--- src/rtl/button_cmd_scheduler.sv ---
`default_nettype none
// ============================================================================
// Module      : button_cmd_scheduler
// Description : Converts NUM_BUTTONS debounced button levels into a single
//               valid/ready command stream for the message-display scroller.
//               Each button has rising-edge detection, optional hold-to-repeat
//               and a one-deep pending latch. A round-robin arbiter shares
//               the command port among all buttons.
// Ports       : clk         - system clock, all logic on posedge
//               reset       - asynchronous active-high reset, clears all state
//               btn_level   - debounced button levels, synchronous to clk
//               cmd_valid   - command offered to the display controller
//               cmd_ready   - display controller accepts the offered command
//               cmd_id      - index of the button that issued the command
//               cmd_repeat  - 1 = auto-repeat command, 0 = fresh press
//               drop_pulse  - 1-cycle pulse per button when an event was
//                             coalesced into an already pending one
// Revision    : 1.0 - initial release
// ============================================================================
module button_cmd_scheduler #(
  parameter int NUM_BUTTONS  = 4,
  parameter int ID_W         = 2,
  parameter int CNT_W        = 32,
  parameter int REPEAT_DELAY = 25000000,
  parameter int REPEAT_RATE  = 5000000
) (
  input  logic                   clk,
  input  logic                   reset,
  input  logic [NUM_BUTTONS-1:0] btn_level,
  output logic                   cmd_valid,
  input  logic                   cmd_ready,
  output logic [ID_W-1:0]        cmd_id,
  output logic                   cmd_repeat,
  output logic [NUM_BUTTONS-1:0] drop_pulse
);

  localparam logic [CNT_W-1:0] DELAY_CNT  = CNT_W'(REPEAT_DELAY);
  localparam logic [CNT_W-1:0] RATE_CNT   = CNT_W'(REPEAT_RATE);
  localparam logic             REPEAT_EN  = (REPEAT_DELAY != 0);
  localparam logic [ID_W-1:0]  LAST_RESET = ID_W'(NUM_BUTTONS - 1);

  typedef enum logic [0:0] {
    S_IDLE  = 1'b0,
    S_OFFER = 1'b1
  } state_t;

  state_t                 state;
  state_t                 state_next;

  logic [NUM_BUTTONS-1:0] prev;
  logic [NUM_BUTTONS-1:0] rise;
  logic [NUM_BUTTONS-1:0] rpt_tick;
  logic [NUM_BUTTONS-1:0] set_evt;
  logic [NUM_BUTTONS-1:0] pending;
  logic [NUM_BUTTONS-1:0] pend_rpt;
  logic [NUM_BUTTONS-1:0] grant_oh;
  logic [NUM_BUTTONS-1:0] pending_rot;
  logic                   grant_en;
  logic                   found;
  logic [ID_W-1:0]        grant_idx;
  logic [ID_W-1:0]        last_grant;
  int                     cand;

  // --------------------------------------------------------------------------
  // Edge detection. prev resets to all ones so a button held through reset
  // produces no event until it is released and pressed again.
  // --------------------------------------------------------------------------
  assign rise = btn_level & ~prev;

  always_ff @(posedge clk or posedge reset) begin
    if (reset) begin
      prev <= '1;
    end else begin
      prev <= btn_level;
    end
  end

  // --------------------------------------------------------------------------
  // Per-button hold counter. phase=0 counts toward the initial delay,
  // phase=1 toward each subsequent repeat period.
  // --------------------------------------------------------------------------
  generate
    for (genvar gi = 0; gi < NUM_BUTTONS; gi++) begin : g_btn
      logic [CNT_W-1:0] cnt;
      logic [CNT_W-1:0] cnt_inc;
      logic             phase;

      assign cnt_inc      = cnt + CNT_W'(1);
      assign rpt_tick[gi] = REPEAT_EN && btn_level[gi] &&
                            (cnt_inc == (phase ? RATE_CNT : DELAY_CNT));

      always_ff @(posedge clk or posedge reset) begin
        if (reset) begin
          cnt   <= '0;
          phase <= 1'b0;
        end else if (!btn_level[gi]) begin
          cnt   <= '0;
          phase <= 1'b0;
        end else if (rpt_tick[gi]) begin
          cnt   <= '0;
          phase <= 1'b1;
        end else begin
          cnt   <= cnt_inc;
        end
      end
    end
  endgenerate

  // --------------------------------------------------------------------------
  // Pending latches. A new event on a button overrides a grant of that same
  // button in the same cycle, so the new event is never lost. A rise takes
  // priority over a repeat tick when both occur together.
  // --------------------------------------------------------------------------
  assign set_evt = rise | rpt_tick;

  always_ff @(posedge clk or posedge reset) begin
    if (reset) begin
      pending    <= '0;
      pend_rpt   <= '0;
      drop_pulse <= '0;
    end else begin
      pending    <= (pending & ~grant_oh) | set_evt;
      pend_rpt   <= (pend_rpt & ~set_evt) | (set_evt & ~rise);
      drop_pulse <= set_evt & pending & ~grant_oh;
    end
  end

  // --------------------------------------------------------------------------
  // Arbiter next-state / grant selection. The scan starts one past the last
  // granted index and wraps, giving round-robin fairness.
  // --------------------------------------------------------------------------
  always_comb begin
    state_next  = state;
    grant_en    = 1'b0;
    grant_idx   = '0;
    found       = 1'b0;
    cand        = 0;
    pending_rot = '0;
    grant_oh    = '0;

    case (state)
      S_IDLE: begin
        if (|pending) begin
          for (int off = 1; off <= NUM_BUTTONS; off++) begin
            cand = int'(last_grant) + off;
            if (cand >= NUM_BUTTONS) begin
              cand = cand - NUM_BUTTONS;
            end
            pending_rot = pending >> cand;
            if (!found && pending_rot[0]) begin
              found     = 1'b1;
              grant_idx = ID_W'(cand);
            end
          end
          grant_en   = 1'b1;
          state_next = S_OFFER;
        end
      end
      S_OFFER: begin
        if (cmd_ready) begin
          state_next = S_IDLE;
        end
      end
      default: begin
        state_next = S_IDLE;
      end
    endcase

    for (int i = 0; i < NUM_BUTTONS; i++) begin
      grant_oh[i] = grant_en && (grant_idx == ID_W'(i));
    end
  end

  // --------------------------------------------------------------------------
  // Arbiter state and command registers. cmd_id/cmd_repeat only change on a
  // grant, so they stay stable for the whole offer.
  // --------------------------------------------------------------------------
  always_ff @(posedge clk or posedge reset) begin
    if (reset) begin
      state      <= S_IDLE;
      cmd_id     <= '0;
      cmd_repeat <= 1'b0;
      last_grant <= LAST_RESET;
    end else begin
      state <= state_next;
      if (grant_en) begin
        cmd_id     <= grant_idx;
        cmd_repeat <= |(pend_rpt & grant_oh);
        last_grant <= grant_idx;
      end
    end
  end

  assign cmd_valid = (state == S_OFFER);

endmodule
`default_nettype wire
--- config.mk ---
export PLATFORM = sky130hd
export DESIGN_NAME = button_cmd_scheduler
export DESIGN_NICKNAME = d
export VERILOG_FILES = /design/src/rtl/button_cmd_scheduler.sv
export SDC_FILE = /design/constraint.sdc
export NUM_CORES = 1
export LEC_CHECK = 0
export BUFFER_PORTS_ARGS = -buffer_cell sky130_fd_sc_hd__buf_4
export CAP_MARGIN = 20
export CELL_PAD_IN_SITES_DETAIL_PLACEMENT = 1
export CELL_PAD_IN_SITES_GLOBAL_PLACEMENT = 1
export CORE_MARGIN = 1.5
export CORE_UTILIZATION = 50
export CTS_BUF_LIST = sky130_fd_sc_hd__clkbuf_16
export DETAILED_ROUTE_END_ITERATION = 7
export PLACE_DENSITY_LB_ADDON = 0.12
export SLEW_MARGIN = 10
export SYNTH_ARGS = -nofsm -noshare
export SYNTH_HDL_FRONTEND = slang
export SYNTH_SLANG_ARGS = --single-unit
--- constraint.sdc ---
create_clock -name clk -period 5.2 [get_ports clk]
set_input_delay 0.26 -clock clk [delete_from_list [all_inputs] [get_ports clk]]
set_output_delay 0.26 -clock clk [all_outputs]
set_load 0.1 [all_outputs]
==> run metrics, run 1 <==
Hold WC Path Type in -> reg; P_leak 4.249 nW; Setup Skew 0.01425 ns; Slew Limit Fails 0; ANT nets after route 0; max_cap viols 0; DRC Markers 0; max_slew headroom 34.05%; Buf+Inv Stages, Crit Path 1; die height 141.2 um; Peak VDD IR 0.0002995 V; Mapped Cells 1058; via count 7725; EDFF count, synth 0; drt via density 5.933; H-tree levels 4; Yosys top cell area share 38.77%; CP top delay family simple AND/OR/NAND/NOR gates; Worst Path Class, Setup reg -> reg; Main synth FF type dfrtp_1; asr flop ratio synth 100.0%; final hold vios 0; Setup crit end kind flop; die width 141.2 um; Core Util, Final 55.69%; most used cell, CP nand4_1; P&R area growth vs syn 9.037%; core box area 18710 sq um; fillcell total 2176; layout cell share with drive strength beyond 1 10.86%; status completed; total gr overflow 0; global-route wire length before repair 40790 um; post-synthesis net count 1078; Worst Path Required 5.49 ns; Syn Area/Cell 9.029 sq um; Initial Util 51.07%; CP Cell Sequence ha_1 > nand4_1 > nor3_1 > xnor2_1 > nand4_1 > a2111oi_0 > and4_1 > a21bo_1 > buf_4 > nor2_1; YS warnings 0; CTS Buffer Depth 2; Netlist cell types 84; Area contributors post-synth dfrtp_1 39%, xor2_1 7.0%, nor2_1 5.6%, xnor2_1 5.0%, nand4_1 3.6%; Seq cells post-synth 154; GPL Wtd Cong 0.8732; Seq/Total Area, Yosys 40.42%; DIE AREA 19940 sq um; IO buf count 14; Post-CTS Setup Inserts 0; Detailed Routing Iterations Pass 1 5; largest net degree at the start of global routing 68; Peak Freq 0.2530 GHz; Reg clk slew, reported paths 0.06 ns; worst stage delay on the critical path 0.59 ns; DP HPWL 16780 um; later-pin clock latency in the skew report 0.43 ns; critical path arrival 4.25 ns; Std-Cell Rows 50; Final period util 76.01%; crit-path max FO 17; CTS tree built; clk sinks 154; Iter 0 DRT Violations 392; vias in the first global route 8023; NumNets Final 1075; # diodes 0; # IOs 15; Final setup violation count 0; pwr/cell area 309.0 nW/um^2; Worst Max-Slew Pin Slew 0.9855 ns; GRT Total Usage 25.52%; CTS Root Cell clkbuf_16; synthesized area 9553 sq um; initial antenna violation count 0; post-cts repair resize count 0; Synth area leader dfrtp_1; slowest CP cell nor3_1; total negative slack 0 ns; clock period minus worst slack 3.953 ns; RSZ-0062 raised after global routing false; DRT Wirelength 23870 um; CTS buffer count 17; wire per inst 18.34 um; element type at the critical path start flop
kinds of logic (layout without fill, tap and decap cells):
| kind of cell | count (synthesis) | after routing | synth area share (%) |
|---|---|---|---|
| muxes | 17 | 17 | 2.004 |
| and+or+nand+nor | 551 | 551 | 31.53 |
| xor gates and xnor gates | 131 | 131 | 12.01 |
| adders and majority gates | 13 | 13 | 1.703 |
| AOI/OAI and AO/OA | 120 | 120 | 8.710 |
| buffers and inverters | 72 | 82 | 3.628 |
| DFF | 154 | 154 | 40.42 |
Yosys cell counts (all sizes together), types with 7 or more instances:
| cell | n |
|---|---|
| a31oi | 7 |
| clkbuf | 26 |
| and2 | 24 |
| and3 | 18 |
| a21oi | 24 |
| nor2 | 164 |
| dfrtp | 148 |
| or4 | 7 |
| nor3 | 36 |
| o21ai | 24 |
| inv | 24 |
| o31ai | 9 |
| and4 | 16 |
| mux2i | 9 |
| buf | 22 |
| mux2 | 7 |
| xnor2 | 55 |
| nor4 | 29 |
| ha | 13 |
| a21boi | 7 |
| nand4 | 58 |
| nand3 | 58 |
| xor2 | 76 |
| nand2 | 81 |
| nor2b | 17 |
registers in the layout, summed over array words and instances, names as in the netlist, named ones only:
register	flops
g_btn.cnt	128
cmd_id	2
cmd_repeat	1
drop_pulse	4
pending	4
cmd_valid	1
last_grant	2
g_btn.phase	4
prev	4
placed cells by master (no fill, tap or decap), types with 24 or more instances in the layout:
cell / count
a21oi_1: 24
dfrtp_1: 148
nand2_1: 81
nand3_1: 58
nand4_1: 55
nor2_1: 143
nor3_1: 34
xnor2_1: 55
xor2_1: 76
power by group:
part           switching [W]  leakage, nW  internal [W]
clock network       0.000535        0.291      0.000764
logic               0.000411         1.86      0.000184
registers          0.0000691         2.10       0.00126
through the flow:
step	area [sq um]	power, W	hold slack, ns	cells	setup WS (ns)
floorplan	9553	0.001789	0.2645	1058	0.8001
CTS	10420	0.003254	0.03427	1302	1.277
global placement	9756	0.001917	0.3230	1265	1.343
global route	10420	0.003365	0.05460	1302	0.8994
finish	10420	0.003218	0.04398	1302	1.248
detailed placement	9756	0.001938	0.3245	1265	1.307
worst register-to-register path, stage by stage (launching register included):
cell,delay [ns]
dfrtp_1,0.44
ha_1,0.34
nand4_1,0.46
nor3_1,0.59
xnor2_1,0.21
nand4_1,0.11
a2111oi_0,0.54
and4_1,0.34
a21bo_1,0.40
buf_4,0.32
nor2_1,0.07
worst paths after layout:
path,start,slack (ns),end,cells after the start
worst max-delay path,g_btn[0].cnt[0]$_DFF_PP0_,1.25,g_btn[0].cnt[12]$_DFF_PP0_,10
worst min register to register,g_btn[3].cnt[0]$_DFF_PP0_,0.52,g_btn[3].cnt[0]$_DFF_PP0_,1
max in group asynchronous,reset,3.57,g_btn[0].cnt[24]$_DFF_PP0_,4
worst min-delay path,cmd_ready,0.04,cmd_valid$_DFF_PP0_,2
worst max register to register,g_btn[0].cnt[0]$_DFF_PP0_,1.25,g_btn[0].cnt[12]$_DFF_PP0_,10
min in group asynchronous,reset,0.42,g_btn[3].cnt[25]$_DFF_PP0_,3
routing by layer:
| layer | GRT usage (%) | share of wire (%) | vias up |
|---|---|---|---|
| met5 | 0 | 0 | - |
| met4 | 7.346 | 1.5 | 0 |
| met3 | 3.770 | 2.6 | 30 |
| met2 | 43.29 | 49 | 101 |
| met1 | 33.96 | 47 | 3844 |
| li1 | - | - | 3750 |
what timing repair did:
item	CTS	global route
hold buffers	5	0
endpoints found under the hold margin	51	0
endpoints found under the setup margin	0	0
cell type report:
type	count	area, sq um	area share [%]
multi-input combinational	832	5349	51.35
sequential	154	3861	37.07
clock buffer	17	425.4	4.084
tap	234	292.8	2.811
timing repair buffer	26	207.7	1.994
clock inverter	15	185.2	1.778
inverter	24	95.09	0.9129
Power figures use the tool's default switching activity.
==> inputs of run 2 (changes only) <==
--- a/config.mk
+++ b/config.mk
@@ -10,7 +10,7 @@
 export CELL_PAD_IN_SITES_DETAIL_PLACEMENT = 1
 export CELL_PAD_IN_SITES_GLOBAL_PLACEMENT = 1
 export CORE_MARGIN = 1.5
-export CORE_UTILIZATION = 50
+export CORE_UTILIZATION = 45
 export CTS_BUF_LIST = sky130_fd_sc_hd__clkbuf_16
 export DETAILED_ROUTE_END_ITERATION = 7
 export PLACE_DENSITY_LB_ADDON = 0.12
==> constraint.sdc (replaced) <==
create_clock -name clk -period 3.6 [get_ports clk]
set_input_delay 0.18 -clock clk [delete_from_list [all_inputs] [get_ports clk]]
set_output_delay 0.18 -clock clk [all_outputs]
set_load 0.1 [all_outputs]
==> run 2 against run 1 <==
  * Clock skew about the same
  * Highest routed layer unchanged
  * Combinational power grew 46%
  * Critical endpoint is now g_btn[1].cnt[4]$_DFF_PP0_
  * Via count rose by 2.0%
  * Largest cell class unchanged
  * Routed wire length grew 1.1%
  * Sequential share of layout area down 1.1 points
  * Utilization down 4.5 points
  * Setup slack got worse by 0.99 ns
  * Count of clock-buffer cells in the layout stayed put
  * Global-route usage fell by 2.5 points
==> run metrics, run 2 (synthesized netlist as in run 1, its figures left out) <==
DRT Wirelength 24130 um; CTS Root Cell clkbuf_16; DIE AREA 22110 sq um; total chip power 0.004725 W; Iter 0 DRT Violations 348; Seq pwr share 40.6%; setup ws final 0.2604 ns; max_slew headroom 56.94%; IO buf count 14; clock share of power 41.0%; element type at the critical path start flop; combinational fraction of design power 18.4%; via count 7879; worst reg-to-reg path cell count 10; total negative slack 0 ns; H-tree levels 4; CTS tree built; # IOs 15; worst stage delay on the critical path 0.56 ns; Reg with most FFs g_btn.cnt; clk sinks 154; Reg clk slew, reported paths 0.07 ns; Peak VDD IR 0.0003620 V; P&R area growth vs syn 12.25%; CP Launch Point g_btn[1].cnt[0]$_DFF_PP0_; DP HPWL 17140 um; Peak Freq 0.2994 GHz; Worst Path Required 3.91 ns; # diodes 0; status completed; Core Util, Final 51.17%; Placed Instances 1331; crit-path max FO 15; Final Non-Filler Cells 1370; Post-CTS Setup Inserts 0; NumNets Final 1102; GPL Wtd Cong 0.8246; RR Endpoint g_btn[1].cnt[4]$_DFF_PP0_; vias in the first global route 8038; wire per inst 17.61 um; core box area 20960 sq um; critical path arrival 3.65 ns; switching share of power 31.17%; RSZ-0062 raised after global routing false; Final period util 92.77%; GRT Total Usage 23.03%; max_cap viols 0; most frequent cells in the layout 148 x dfrtp_1, 143 x nor2_1, 81 x nand2_1, 76 x xor2_1, 58 x nand3_1; Detailed Routing Iterations Pass 1 4; Std-Cell Rows 53; Worst Max-Slew Pin Slew 0.6410 ns; Slew Limit Fails 0; clock period minus worst slack 3.340 ns; Hold WC Path Type in -> async; pwr/cell area 440.6 nW/um^2; Final setup violation count 0; layout cell share with drive strength beyond 1 12.88%; CTS buffer count 17; Worst Path Class, Setup reg -> reg; cell internal pwr 0.003252 W; most common cell after layout, fill and taps aside dfrtp_1; Sw Pwr 0.001473 W; CTS Buffer Depth 2; DRC Markers 0; worst slack at placement 0.2910 ns; Setup crit end kind flop; drt via density 5.751; slowest CP cell or4_4; total gr overflow 0; CP Cell Sequence ha_1 > nand4_4 > nor3_4 > and4_4 > nand3_1 > a2111o_1 > or4_4 > o21ai_4 > buf_4 > nor2_1; later-pin clock latency in the skew report 0.43 ns; launch point of the worst reg-to-reg path g_btn[1].cnt[0]$_DFF_PP0_; Initial Util 45.59%; largest net degree at the start of global routing 66; die width 148.7 um; Largest register FFs 128; die height 148.7 um; post-cts repair resize count 0; ANT nets after route 0; # hold bufs at CTS 5; initial antenna violation count 0; Setup Skew 0.01391 ns; P_leak 4.401 nW; global-route wire length before repair 41010 um; final hold vios 0; slack of the worst reg-to-reg path 0.26 ns
## run 2: changes by cell type in the layout (fill, tap and decap cells not counted), sizes merged
cell         delta
buf            +26
dlygate4sd3     +1
inv             -3
clkinvlp        +1
bufinv          +1
clkinv          +1
## run 2: cell type report
type | instances | area [sq um]
Multi-Input combinational cell | 832 | 5349
Timing Repair Buffer | 53 | 450.4
Sequential cell | 154 | 3861
Clock buffer | 17 | 425.4
Tap cell | 275 | 344.1
Clock inverter | 15 | 198.9
Fill cell | 2454 | 10230
Inverter | 24 | 93.84
## run 2: worst max path at each step
stage	endpoint	slack [ns]
detailed placement	g_btn[1].cnt[5]$_DFF_PP0_	0.29
global route	g_btn[1].cnt[3]$_DFF_PP0_	0.04
floorplan	g_btn[1].cnt[19]$_DFF_PP0_	0.56
finish	g_btn[1].cnt[4]$_DFF_PP0_	0.26
global placement	g_btn[1].cnt[5]$_DFF_PP0_	0.40
CTS	g_btn[1].cnt[5]$_DFF_PP0_	0.25
## run 2: routing by layer
metal / global-route usage, % / up-vias / wire (um)
li1: - / 3812 / -
met1: 31.30 / 3962 / 11440
met2: 38.00 / 79 / 11770
met3: 3.650 / 26 / 630
met4: 6.584 / 0 / 286
met5: 0 / - / 0
## run 2: per-stage QoR
step	instance area, sq um	hold WS, ns
after floorplan	9557	0.1845
after global placement	10020	0.3489
after detailed placement	10020	0.3487
after CTS	10690	0.005014
after global routing	10720	0.3902
final	10720	0.3447
## run 2: critical path, delay by kind of cell, from the launching register on
kind	cells	cell delay [ns]
simple gates	6	1.51
compound gates	2	0.59
flops	1	0.47
fa+ha+maj	1	0.37
buf+inv	1	0.26
## run 2: power by group through the flow
stage,clock (W),combinational [W],sequential [W]
2_1_floorplan,0,0.000485,0.00210
3_3_place_gp,0,0.000839,0.00195
3_5_place_dp,0,0.000862,0.00195
4_1_cts,0.00198,0.000876,0.00192
5_1_grt,0.00206,0.000946,0.00193
6_report,0.00194,0.000871,0.00192
